--- src/rtl/rr_stream_mux_pkg.sv ---
// rtl/rr_stream_mux_pkg.sv - shared arbitration codes, lock states and width helper for stream muxes
//
// Purpose: arbitration-mode codes, the lock FSM state type and a clog2-style
// width function reused by the parametrised stream multiplexers.
// Ports: none (package).

package rr_stream_mux_pkg;

    localparam int ARB_RR    = 0;
    localparam int ARB_FIXED = 1;

    typedef enum logic {
        ST_IDLE   = 1'b0,
        ST_LOCKED = 1'b1
    } lock_state_t;

    // Ceiling log2, never below 1 so a select field always has at least one bit.
    function automatic int sel_width(input int n);
        int w;
        w = 0;
        for (int v = n - 1; v > 0; v = v >> 1) begin
            w++;
        end
        return (w < 1) ? 1 : w;
    endfunction

endpackage

--- src/rtl/rr_stream_mux_arbiter.sv ---
// rtl/rr_stream_mux_arbiter.sv - one-hot request arbiter with rotating round-robin pointer
//
// Purpose: turns a request vector into a one-hot grant plus its index.
// Round-robin mode searches upward from a rotating pointer with wrap; fixed
// mode picks the lowest requesting index.
// Ports:
//   clk, rst   clock, synchronous active-high reset (pointer -> 0)
//   req        per-channel request
//   advance    move the pointer to one past the current grant
//   grant      one-hot grant (zero when no request)
//   grant_idx  index of the granted channel
//   grant_any  some channel is granted

module rr_arbiter
    import rr_stream_mux_pkg::*;
#(
    parameter  int NUM_CH   = 4,
    parameter  int ARB_MODE = ARB_RR,
    localparam int SEL_W    = sel_width(NUM_CH)
) (
    input  logic              clk,
    input  logic              rst,
    input  logic [NUM_CH-1:0] req,
    input  logic              advance,
    output logic [NUM_CH-1:0] grant,
    output logic [SEL_W-1:0]  grant_idx,
    output logic              grant_any
);

    logic [SEL_W-1:0] ptr;
    logic [SEL_W-1:0] idx;

    always_comb begin
        grant     = '0;
        grant_idx = '0;
        grant_any = 1'b0;
        idx       = '0;
        for (int k = 0; k < NUM_CH; k++) begin
            if (ARB_MODE == ARB_FIXED) begin
                idx = SEL_W'(k);
            end else begin
                idx = SEL_W'((int'(ptr) + k) % NUM_CH);
            end
            if (!grant_any && req[idx]) begin
                grant_any      = 1'b1;
                grant[idx]     = 1'b1;
                grant_idx      = idx;
            end
        end
    end

    always_ff @(posedge clk) begin
        if (rst) begin
            ptr <= '0;
        end else if (advance) begin
            ptr <= (grant_idx == SEL_W'(NUM_CH - 1)) ? '0 : grant_idx + 1'b1;
        end
    end

endmodule

--- src/rtl/rr_stream_mux.sv ---
// rtl/rr_stream_mux.sv - N-channel registered stream mux with round-robin/fixed arbitration
//
// Purpose: arbitrates among valid input channels, optionally holds the grant
// on one channel until its last beat, and forwards the granted beat with its
// channel index through a single output register (1 beat/cycle throughput).
// Ports:
//   clk, rst   clock, synchronous active-high reset
//   in_valid   per-channel beat valid
//   in_ready   per-channel beat accepted this cycle (at most one bit high)
//   in_data    flattened payloads, channel i at [i*DATA_W +: DATA_W]
//   in_last    per-channel end-of-packet marker
//   out_valid  output register holds a beat
//   out_ready  downstream accepts the beat
//   out_data   forwarded payload
//   out_last   forwarded end-of-packet marker
//   out_sel    index of the channel that supplied the beat

module rr_stream_mux
    import rr_stream_mux_pkg::*;
#(
    parameter  int NUM_CH   = 4,
    parameter  int DATA_W   = 8,
    parameter  int ARB_MODE = ARB_RR,
    parameter  int LOCK_PKT = 1,
    localparam int SEL_W    = sel_width(NUM_CH)
) (
    input  logic                     clk,
    input  logic                     rst,
    input  logic [NUM_CH-1:0]        in_valid,
    output logic [NUM_CH-1:0]        in_ready,
    input  logic [NUM_CH*DATA_W-1:0] in_data,
    input  logic [NUM_CH-1:0]        in_last,
    output logic                     out_valid,
    input  logic                     out_ready,
    output logic [DATA_W-1:0]        out_data,
    output logic                     out_last,
    output logic [SEL_W-1:0]         out_sel
);

    localparam bit LOCK_EN = (LOCK_PKT != 0);

    lock_state_t       state, state_next;
    logic [SEL_W-1:0]  lock_ch, lock_ch_next;
    logic [NUM_CH-1:0] lock_mask;
    logic [NUM_CH-1:0] req;
    logic [NUM_CH-1:0] grant;
    logic [SEL_W-1:0]  grant_idx;
    logic              grant_any;
    logic              slot_free;
    logic              accept;
    logic              advance;
    logic [DATA_W-1:0] sel_data;
    logic              sel_last;

    // While locked only the locked channel may request, so other channels
    // stay stalled even when the locked producer idles mid-packet.
    always_comb begin
        lock_mask = '0;
        for (int i = 0; i < NUM_CH; i++) begin
            lock_mask[i] = (SEL_W'(i) == lock_ch);
        end
    end

    assign req       = (state == ST_LOCKED) ? (in_valid & lock_mask) : in_valid;
    assign slot_free = ~out_valid | out_ready;
    assign in_ready  = rst ? '0 : (grant & {NUM_CH{slot_free}});
    assign accept    = grant_any & slot_free & ~rst;
    // The pointer only moves once a packet is finished, so a locked packet
    // does not rotate priority away from where it started.
    assign advance   = accept & (sel_last | ~LOCK_EN);

    rr_arbiter #(
        .NUM_CH   (NUM_CH),
        .ARB_MODE (ARB_MODE)
    ) u_arbiter (
        .clk       (clk),
        .rst       (rst),
        .req       (req),
        .advance   (advance),
        .grant     (grant),
        .grant_idx (grant_idx),
        .grant_any (grant_any)
    );

    // One-hot AND-OR payload select.
    always_comb begin
        sel_data = '0;
        sel_last = 1'b0;
        for (int i = 0; i < NUM_CH; i++) begin
            if (grant[i]) begin
                sel_data = sel_data | in_data[i*DATA_W +: DATA_W];
                sel_last = sel_last | in_last[i];
            end
        end
    end

    always_ff @(posedge clk) begin
        if (rst) begin
            state   <= ST_IDLE;
            lock_ch <= '0;
        end else begin
            state   <= state_next;
            lock_ch <= lock_ch_next;
        end
    end

    always_comb begin
        state_next   = state;
        lock_ch_next = lock_ch;
        if (LOCK_EN && accept) begin
            if (sel_last) begin
                state_next = ST_IDLE;
            end else begin
                state_next   = ST_LOCKED;
                lock_ch_next = grant_idx;
            end
        end
    end

    always_ff @(posedge clk) begin
        if (rst) begin
            out_valid <= 1'b0;
            out_data  <= '0;
            out_last  <= 1'b0;
            out_sel   <= '0;
        end else if (accept) begin
            out_valid <= 1'b1;
            out_data  <= sel_data;
            out_last  <= sel_last;
            out_sel   <= grant_idx;
        end else if (out_ready) begin
            out_valid <= 1'b0;
        end
    end

endmodule
--- config.mk ---
export PLATFORM = sky130hd
export DESIGN_NAME = rr_stream_mux
export DESIGN_NICKNAME = d
export VERILOG_FILES = /design/src/rtl/rr_stream_mux_pkg.sv /design/src/rtl/rr_stream_mux_arbiter.sv /design/src/rtl/rr_stream_mux.sv
export SDC_FILE = /design/constraint.sdc
export NUM_CORES = 1
export LEC_CHECK = 0
export CORE_ASPECT_RATIO = 0.6
export CORE_MARGIN = 2
export CORE_UTILIZATION = 44
export CTS_BUF_LIST = sky130_fd_sc_hd__clkbuf_2
export CTS_CLUSTER_DIAMETER = 150
export CTS_CLUSTER_SIZE = 16
export DETAILED_ROUTE_END_ITERATION = 6
export PLACE_DENSITY_LB_ADDON = 0.05
export SYNTH_ARGS = -nofsm -noshare
export SYNTH_HDL_FRONTEND = slang
export SYNTH_SLANG_ARGS = --single-unit
--- constraint.sdc ---
create_clock -name clk -period 4.3 [get_ports clk]
set_input_delay 1.075 -clock clk [delete_from_list [all_inputs] [get_ports clk]]
set_output_delay 1.075 -clock clk [all_outputs]
set_load 0.03 [all_outputs]
== Word level (Yosys, flattened, before mapping) ==
Cells that the tools add are included.

* Equality and inequality tests: 4
* Add/sub/neg operators: 4
* Bitwise logic cells: 18
* Magnitude comparators: 8
* Multiplexer cells: 42
* Reduce and logical (&&, ||, !) cells: 13

{| class="wikitable"
|+ Operator list
! kind !! number
|-
| $mux 8 || 4
|-
| $mux 4 || 6
|-
| $or 8x8->8 || 3
|-
| $mux 1 || 19
|-
| $lt 2x3->1 const B || 4
|-
| $or 4x4->4 || 3
|-
| $mux 2 || 5
|-
| $and 4x4->4 || 2
|-
| $bmux 1 s2 || 4
|-
| $demux 1 s2 || 4
|-
| $ge 2x1->1 const B || 4
|-
| $logic_and 1x1->1 || 7
|-
| $add 2x1->2 const B || 2
|-
| $add 2x2->2 const B || 2
|-
| $eq 2x2->1 const A || 2
|-
| $or 1x1->1 || 4
|-
| $and 1x1->1 || 3
|-
| $logic_not 1->1 || 3
|-
| $not 1->1 || 3
|-
| $eq 1x2->1 const A || 1
|-
| $eq 2x2->1 const B || 1
|-
| $logic_not 2->1 || 1
|-
| $reduce_and 2->1 || 1
|-
| $reduce_bool 2->1 || 1
|}

* Logic and storage cells: 96
* Output and inout port bits: 16
* Input port bits: 43
* Flip-flop bits (word level): 17

== Depth between registers and ports, before layout ==
Gate-level depths: netlist of run 1.

* Depth after elaboration: 24
* Mapped depth: 12

== Modules after synthesis ==
Synthesis of run 1 repeated with hierarchy kept, for this count alone.

* Cells, all modules: 155
* Area total of the unflattened synthesis: 1,415.1 um^2

{| class="wikitable"
|+ Modules (own cells, without submodules)
! module !! cells an instance !! area each (um^2) !! seq. area each (um^2) !! times used
|-
| rr_stream_mux || 86 || 815.8 || 300.3 || 1
|-
| rr_arbiter || 69 || 599.3 || 40.0 || 1
|}

== Worst setup path before layout of run 1 ==
No wires, ideal clock.

* Path type: input port to output port
* Start point: in in_valid[1]
* End point: out in_ready[0]
* Setup slack: 0.187 ns
* Required time: 3.225 ns
* Stages on the path: 7
* Data arrival time: 3.038 ns
* Path buffers: 1
* Cells stage by stage: or4bb_1 -> o211ai_2 -> or3b_4 -> a21oi_4 -> a221o_1 -> buf_4 -> nor2b_1

* Cells in the longest elaborated chain, start to end: 16
* Elaborated cells on any way between the ends: 28
* Classes of those cells: 17 x mux; 5 x bitwise; 6 x reduce/logical

{| class="wikitable"
|+ Ends and longest elaborated chain
! item !! RTL line !! source
|-
| start, declared || rr_stream_mux.sv:29 || <nowiki>input logic [NUM_CH-1:0] in_valid,</nowiki>
|-
| $and 4x4->4 || rr_stream_mux.sv:64 || <nowiki>assign req = (state == ST_LOCKED) ? (in_valid & lock_mask) : in_valid;</nowiki>
|-
| $mux 4 * || rr_stream_mux.sv:64 ||
|-
| $bmux 1 s2 || rr_stream_mux_arbiter.sv:44 || <nowiki>if (!grant_any && req[idx]) begin</nowiki>
|-
| $mux 1 (implied by the code) || rr_stream_mux_arbiter.sv:44 ||
|-
| $mux 1 || rr_stream_mux_arbiter.sv:44 ||
|-
| $logic_not 1->1 || rr_stream_mux_arbiter.sv:44 ||
|-
| $logic_and 1x1->1 || rr_stream_mux_arbiter.sv:44 ||
|-
| $mux 1 || rr_stream_mux_arbiter.sv:44 ||
|-
| $logic_not 1->1 || rr_stream_mux_arbiter.sv:44 ||
|-
| $logic_and 1x1->1 || rr_stream_mux_arbiter.sv:44 ||
|-
| $mux 1 || rr_stream_mux_arbiter.sv:44 ||
|-
| $logic_not 1->1 || rr_stream_mux_arbiter.sv:44 ||
|-
| $logic_and 1x1->1 || rr_stream_mux_arbiter.sv:44 ||
|-
| $mux 4 * || rr_stream_mux_arbiter.sv:44 ||
|-
| $and 4x4->4 * || rr_stream_mux.sv:66 || <nowiki>assign in_ready = rst ? '0 : (grant & {NUM_CH{slot_free}});</nowiki>
|-
| $mux 4 * || rr_stream_mux.sv:66 ||
|-
| end, declared || rr_stream_mux.sv:30 || <nowiki>output logic [NUM_CH-1:0] in_ready,</nowiki>
|}

Mark *: on every way between the ends. The rest lies on a longest branch, timed or not. The select of a mux whose other input is x is not followed.

== Worst setup path after layout of run 1 ==
* Start point: in in_valid[0]
* End point: out in_ready[1]

The elaborated chain is that of the path after synthesis.

==> results of run 1 <==
final timing paths:
check | to | slack [ps] | cells after the start
max | in_ready[1] | 130 | 9
min | out_last | 470 | 2
max reg2reg | lock_ch[0] | 820 | 13
min reg2reg | out_last | 470 | 2
report_power, final:
part | switching (W) | internal (W) | total [W]
registers | 0.0000651 | 0.000231 | 0.000296
clock network | 0.0000496 | 0.0000211 | 0.0000707
logic | 0.000755 | 0.000668 | 0.00142
critical path: stages:
cell,delay [ps]
dlygate4sd2_1,240
or4b_1,490
o2111ai_1,180
a211oi_2,120
buf_4,170
a22o_1,190
a221o_1,290
nor2b_1,150
buf_4,180
logic make-up (layout without fill, tap and decap cells):
group           count (synthesis)  in the layout  synth area share (%)
compound gates                 54             54                  32.8
fa+ha+maj                       9              9                  8.05
flops                          17             17                  24.3
buf+inv                        13             81                  5.10
mux                             8              8                  6.80
simple gates                   49             49                  22.9
flip-flops by register name, summed over array words and instances (netlist names):
register	cells
out_data	8
lock_ch	2
out_sel	2
u_arbiter.ptr	2
out_last	1
out_valid	1
state	1
cell usage in the layout, fill, tap and decap left out, drive strengths merged, types with 2 or more instances in the layout:
cell type / synthesis / final
dfxtp: 17 / 17
clkbuf: 4 / 3
or4bb: 2 / 2
o21ai: 13 / 13
a221oi: 8 / 8
or2: 2 / 2
inv: 4 / 4
nand4b: 3 / 3
nor2b: 5 / 5
a21oi: 3 / 3
a22o: 12 / 12
nand2b: 2 / 2
nand3b: 11 / 11
o2111a: 2 / 2
ha: 9 / 9
o2111ai: 2 / 2
a221o: 4 / 4
mux2: 3 / 3
buf: 5 / 19
nor2: 5 / 5
nand2: 9 / 9
dlygate4sd2: 0 / 2
dlymetal6s2s: 0 / 2
mux2i: 5 / 5
clkdlybuf4s50: 0 / 50
o211ai: 4 / 4
layer usage:
metal / global-route usage, % / vias up / part of all wire (%)
met1: 31.9 / 699 / 44
met3: 3.77 / 6 / 9.8
li1: - / 726 / -
met4: 5.09 / 0 / 0.90
met2: 41.6 / 91 / 45
met5: 0 / - / 0
metrics by stage:
stage	hold slack (ps)	total power [W]
floorplan	566	0.00123
global placement	434	0.00160
detailed placement	460	0.00165
CTS	482	0.00176
global route	508	0.00191
finish	472	0.00179
repair_timing:
item | 4_1_cts | 5_1_grt
resized for setup | 3 | 3
buffers inserted | 4 | 1
pin swaps | 5 | 5
endpoints found under the setup margin | 4 | 4
layout make-up:
type                            instances  area (um2)  share of cell area, %
Clock inverter                          1        5.00                  0.237
Sequential cell                        17         340                   16.1
Timing Repair Buffer                   73         686                   32.5
Inverter                                4        15.0                  0.712
Multi-Input combinational cell        120         996                   47.2
Clock buffer                            3        15.0                  0.712
Tap cell                               42        52.6                   2.49
==> metrics.txt, run 1 <==
status finished, final reports clean; Setup violations, final 0; worst-margin pin slew 523 ps; share of flip-flops with an asynchronous set or reset 0%; share of layout cells above drive strength 1 17.0%; row count 15; Vias 1522; Finished Cell Area 2110 um2; PortBufs 58; Synth Flop Type dfxtp_1; type of the worst setup path input port to output pin; Leak 0.859 nW; Final Non-Filler Cells 260; DP Worst Slack -151 ps; yosys synthesis warning count 0; Max clock buf depth 2; largest net degree at the start of global routing 21; startpoint types input port; sequential share of the synthesized area 24.3%; Worst Hold Launch out_last; R2R Path Start u_arbiter.ptr[1]; syn_nets 202; Max Slew Vio Count 0; antenna violations before repair 0; Initial DRC Count 120; Max Freq 240 MHz; dominant cells by area after synthesis dfxtp_1 (24%), ha_1 (8.1%), a22o_1 (7.5%), nand3b_1 (5.9%), a221oi_1 (5.0%); DP Wirelength 3340 um; final worst-path cycle share 97.0%; post-route setup slack 128 ps; Worst Path Arrival 3100 ps; Cell Area, Synth 1400 um2; DR vias/cell 5.85; Synth area leader dfxtp_1; crit path time final 4170 ps; die area 3660 um2; ant diodes 0; TritonCTS buffer count 3; DRT Wirelength 4330 um; CTS tree built; RSZ-0062 raised after global routing false; Total Nets Final 271; Global Route Usage Sum 23.6%; worst clock skew 6.25 ps; Worst Setup End Kind output pin; DP Area 2040 um2; top cells by count, synth dfxtp_1 (17), o21ai_0 (13), a22o_1 (12); Root Driver clkbuf_2; fillers 237; crit path from in_valid[0]; CP required 3220 ps; Clock transition at path regs 160 ps; VDD IR max 0.567 mV; count of hold-fix buffers inserted at cts 0; worst hold path type flop to flop; Sink Count 17; Final Hold Fails 0; Initial Util 47.5%; Max H-tree Level 1; vias in the first global route 1385; max-cap violation count 0; CORE AREA 2950 um2; relative slew slack 64.7%; DIE HEIGHT 47.7 um; Synth top area share 24.3%; WL/cell 16.7 um; EDFF count, synth 0; first-pass GRT wire length 6580 um; Die X 76.8 um; Clk Latency, worst-skew pair 300 ps; DR pass1 iterations 4; Avg Inst Size Synth 9.33 um2; Ports 59; total gr overflow 0; DRC viols 0; Mapped Cells 150; Area Growth Syn to Fin 50.8%; Final ANT Viol Nets 0; Finished Core Util 71.6%; post-synth cell types 42; pwr dens 848 nW/um2; setup TNS 0 ps; CP max FO 6; most frequent cell after synthesis dfxtp_1; Yosys reg bits 17; GPL Wtd Cong 0.919; Placed Cells 251
No activity file was read; power rests on OpenSTA's default activity.
==> inputs of run 2 (changes only) <==
--- a/config.mk
+++ b/config.mk
@@ -5,8 +5,8 @@
 export SDC_FILE = /design/constraint.sdc
 export NUM_CORES = 1
 export LEC_CHECK = 0
-export CORE_ASPECT_RATIO = 0.6
-export CORE_MARGIN = 2
+export CORE_ASPECT_RATIO = 0.9
+export CORE_MARGIN = 10
 export CORE_UTILIZATION = 44
 export CTS_BUF_LIST = sky130_fd_sc_hd__clkbuf_2
 export CTS_CLUSTER_DIAMETER = 150
==> metrics.txt, run 2 (synthesis results as in run 1) <==
pwr dens 825 nW/um2 (-2.8%); fillers 264 (+11%); DRT Wirelength 4640 um (+7.2%); max reg flops 8 (unchanged); Initial DRC Count 93 (-23%); Placed Cells 250 (-0.40%); worst hold path type flop to flop; final worst-path cycle share 96.3% (-0.77 points); Max Slew Vio Count 0 (unchanged); DR pass1 iterations 4 (unchanged); max-cap violation count 0 (unchanged); relative slew slack 63.0% (-1.7 points); Leak 0.850 nW (-1.0%); Sink Count 17 (unchanged); startpoint types input port; commonest non-fill, non-tap cell in the layout clkdlybuf4s50_1; first-pass GRT wire length 7260 um (+10%); largest net degree at the start of global routing 21 (unchanged); Final Non-Filler Cells 258 (-0.77%); ant diodes 0 (unchanged); DP Area 2030 um2 (-0.37%); post-route setup slack 161 ps (+33.0 ps); CP required 3220 ps (about the same); Worst Setup End Kind output pin; WL/cell 18.0 um (+8.0%); CTS tree built; Final ANT Viol Nets 0 (unchanged); die area 5840 um2 (+59%); count of hold-fix buffers inserted at cts 0 (unchanged); Root Driver clkbuf_2; DRC viols 0 (unchanged); Max Freq 242 MHz (+0.80%); Area Growth Syn to Fin 50.4%; RSZ-0062 raised after global routing false; vias in the first global route 1487 (+7.4%); most frequent cells in the layout clkdlybuf4s50_1 (50), dfxtp_1 (16), buf_4 (16); Max clock buf depth 2 (unchanged); type of the worst setup path input port to output pin; Vias 1468 (-3.5%); DIE HEIGHT 73.5 um (+54%); DP Worst Slack -172 ps (-20.9 ps); Global Route Usage Sum 15.0% (-8.6 points); Finished Cell Area 2100 um2 (-0.24%); share of layout cells above drive strength 1 17.1% (+0.16 points); flop-to-flop setup slack 1040 ps (+220 ps); GPL Wtd Cong 0.790 (-14%); crit path time final 4140 ps (-33.0 ps); Worst Path Arrival 3060 ps (-40 ps); setup TNS 0 ps (unchanged); Total Nets Final 269 (-0.74%); Setup violations, final 0 (unchanged); PortBufs 58 (unchanged); status finished, final reports clean; Clk Latency, worst-skew pair 300 ps (about the same); DR vias/cell 5.69 (-2.8%); Die X 79.4 um (+3.4%); CORE AREA 3040 um2 (+3.3%); VDD IR max 0.573 mV (+0.96%); DP Wirelength 3740 um (+12%); Ports 59 (unchanged); total gr overflow 0 (unchanged); worst-margin pin slew 549 ps (+25.3 ps); final hold slack 460 ps (-12.2 ps); CP max FO 5 (-1); row count 19 (+4); antenna violations before repair 0 (unchanged); Max H-tree Level 1 (unchanged); Final Hold Fails 0 (unchanged); TritonCTS buffer count 3 (unchanged); Clock transition at path regs 150 ps (about the same); Sequential cell area 342 um2 (+0.37%); multi-input logic area 1000 um2 (+0.50%); worst clock skew 10.6 ps (+4.38 ps); Reg with most FFs out_data; Initial Util 46.0% (-1.5 points)
==> run 2: cell types whose count changed in the layout (fill, tap and decap cells not counted), sizes merged <==
| cell | change |
|---|---|
| buf | -2 |
==> run 2: through the flow <==
| step | util, % | power, W |
|---|---|---|
| after floorplan | - | 0.00123 |
| after global placement | 66.8 | 0.00158 |
| after detailed placement | 66.8 | 0.00161 |
| after CTS | 68.1 | 0.00171 |
| after global routing | 69.2 | 0.00188 |
| final | 69.2 | 0.00174 |
==> run 2: timing repair <==
action / 4_1_cts / 5_1_grt
pin swaps: 5 / 2
endpoints found under the setup margin: 4 / 4
cloned: 0 / 0
setup buffers: 1 / 3
gates resized for setup: 6 / 4
==> run 2: final timing paths <==
check,endpoint,startpoint,cells past startpoint
worst max-delay path,in_ready[1],in_valid[1],8
worst min-delay path,out_last,out_last,2
worst max register to register,lock_ch[0],u_arbiter.ptr[0],12
worst min register to register,out_last,out_last,2
==> run 2: cell type report <==
class / instances / area share [%]
Multi-Input combinational cell: 120 / 47.6
Sequential cell: 17 / 16.2
Tap cell: 42 / 2.50
Clock inverter: 1 / 0.238
Clock buffer: 3 / 0.713
Inverter: 4 / 0.713
Timing Repair Buffer: 71 / 32.0
==> run 2: metal layers <==
| metal | up-vias | share of wire [%] | global-route usage, % |
|---|---|---|---|
| li1 | 723 | - | - |
| met1 | 683 | 45 | 19.2 |
| met2 | 60 | 46 | 24.7 |
| met3 | 2 | 7.9 | 4.27 |
| met4 | 0 | 0.39 | 2.58 |
| met5 | - | 0 | 0 |
==> run 2: power breakdown <==
group | total, W | internal [W] | switching, W
clock | 0.0000708 | 0.0000210 | 0.0000497
combinational | 0.00134 | 0.000657 | 0.000685
sequential | 0.000323 | 0.000232 | 0.0000906
==> run 2: critical path, cell delays in order <==
cell	delay [ps]
dlygate4sd2_1	260
or4bb_1	450
o211ai_2	100
or3b_4	410
a21oi_4	220
a221o_1	230
nor2b_1	140
buf_4	170
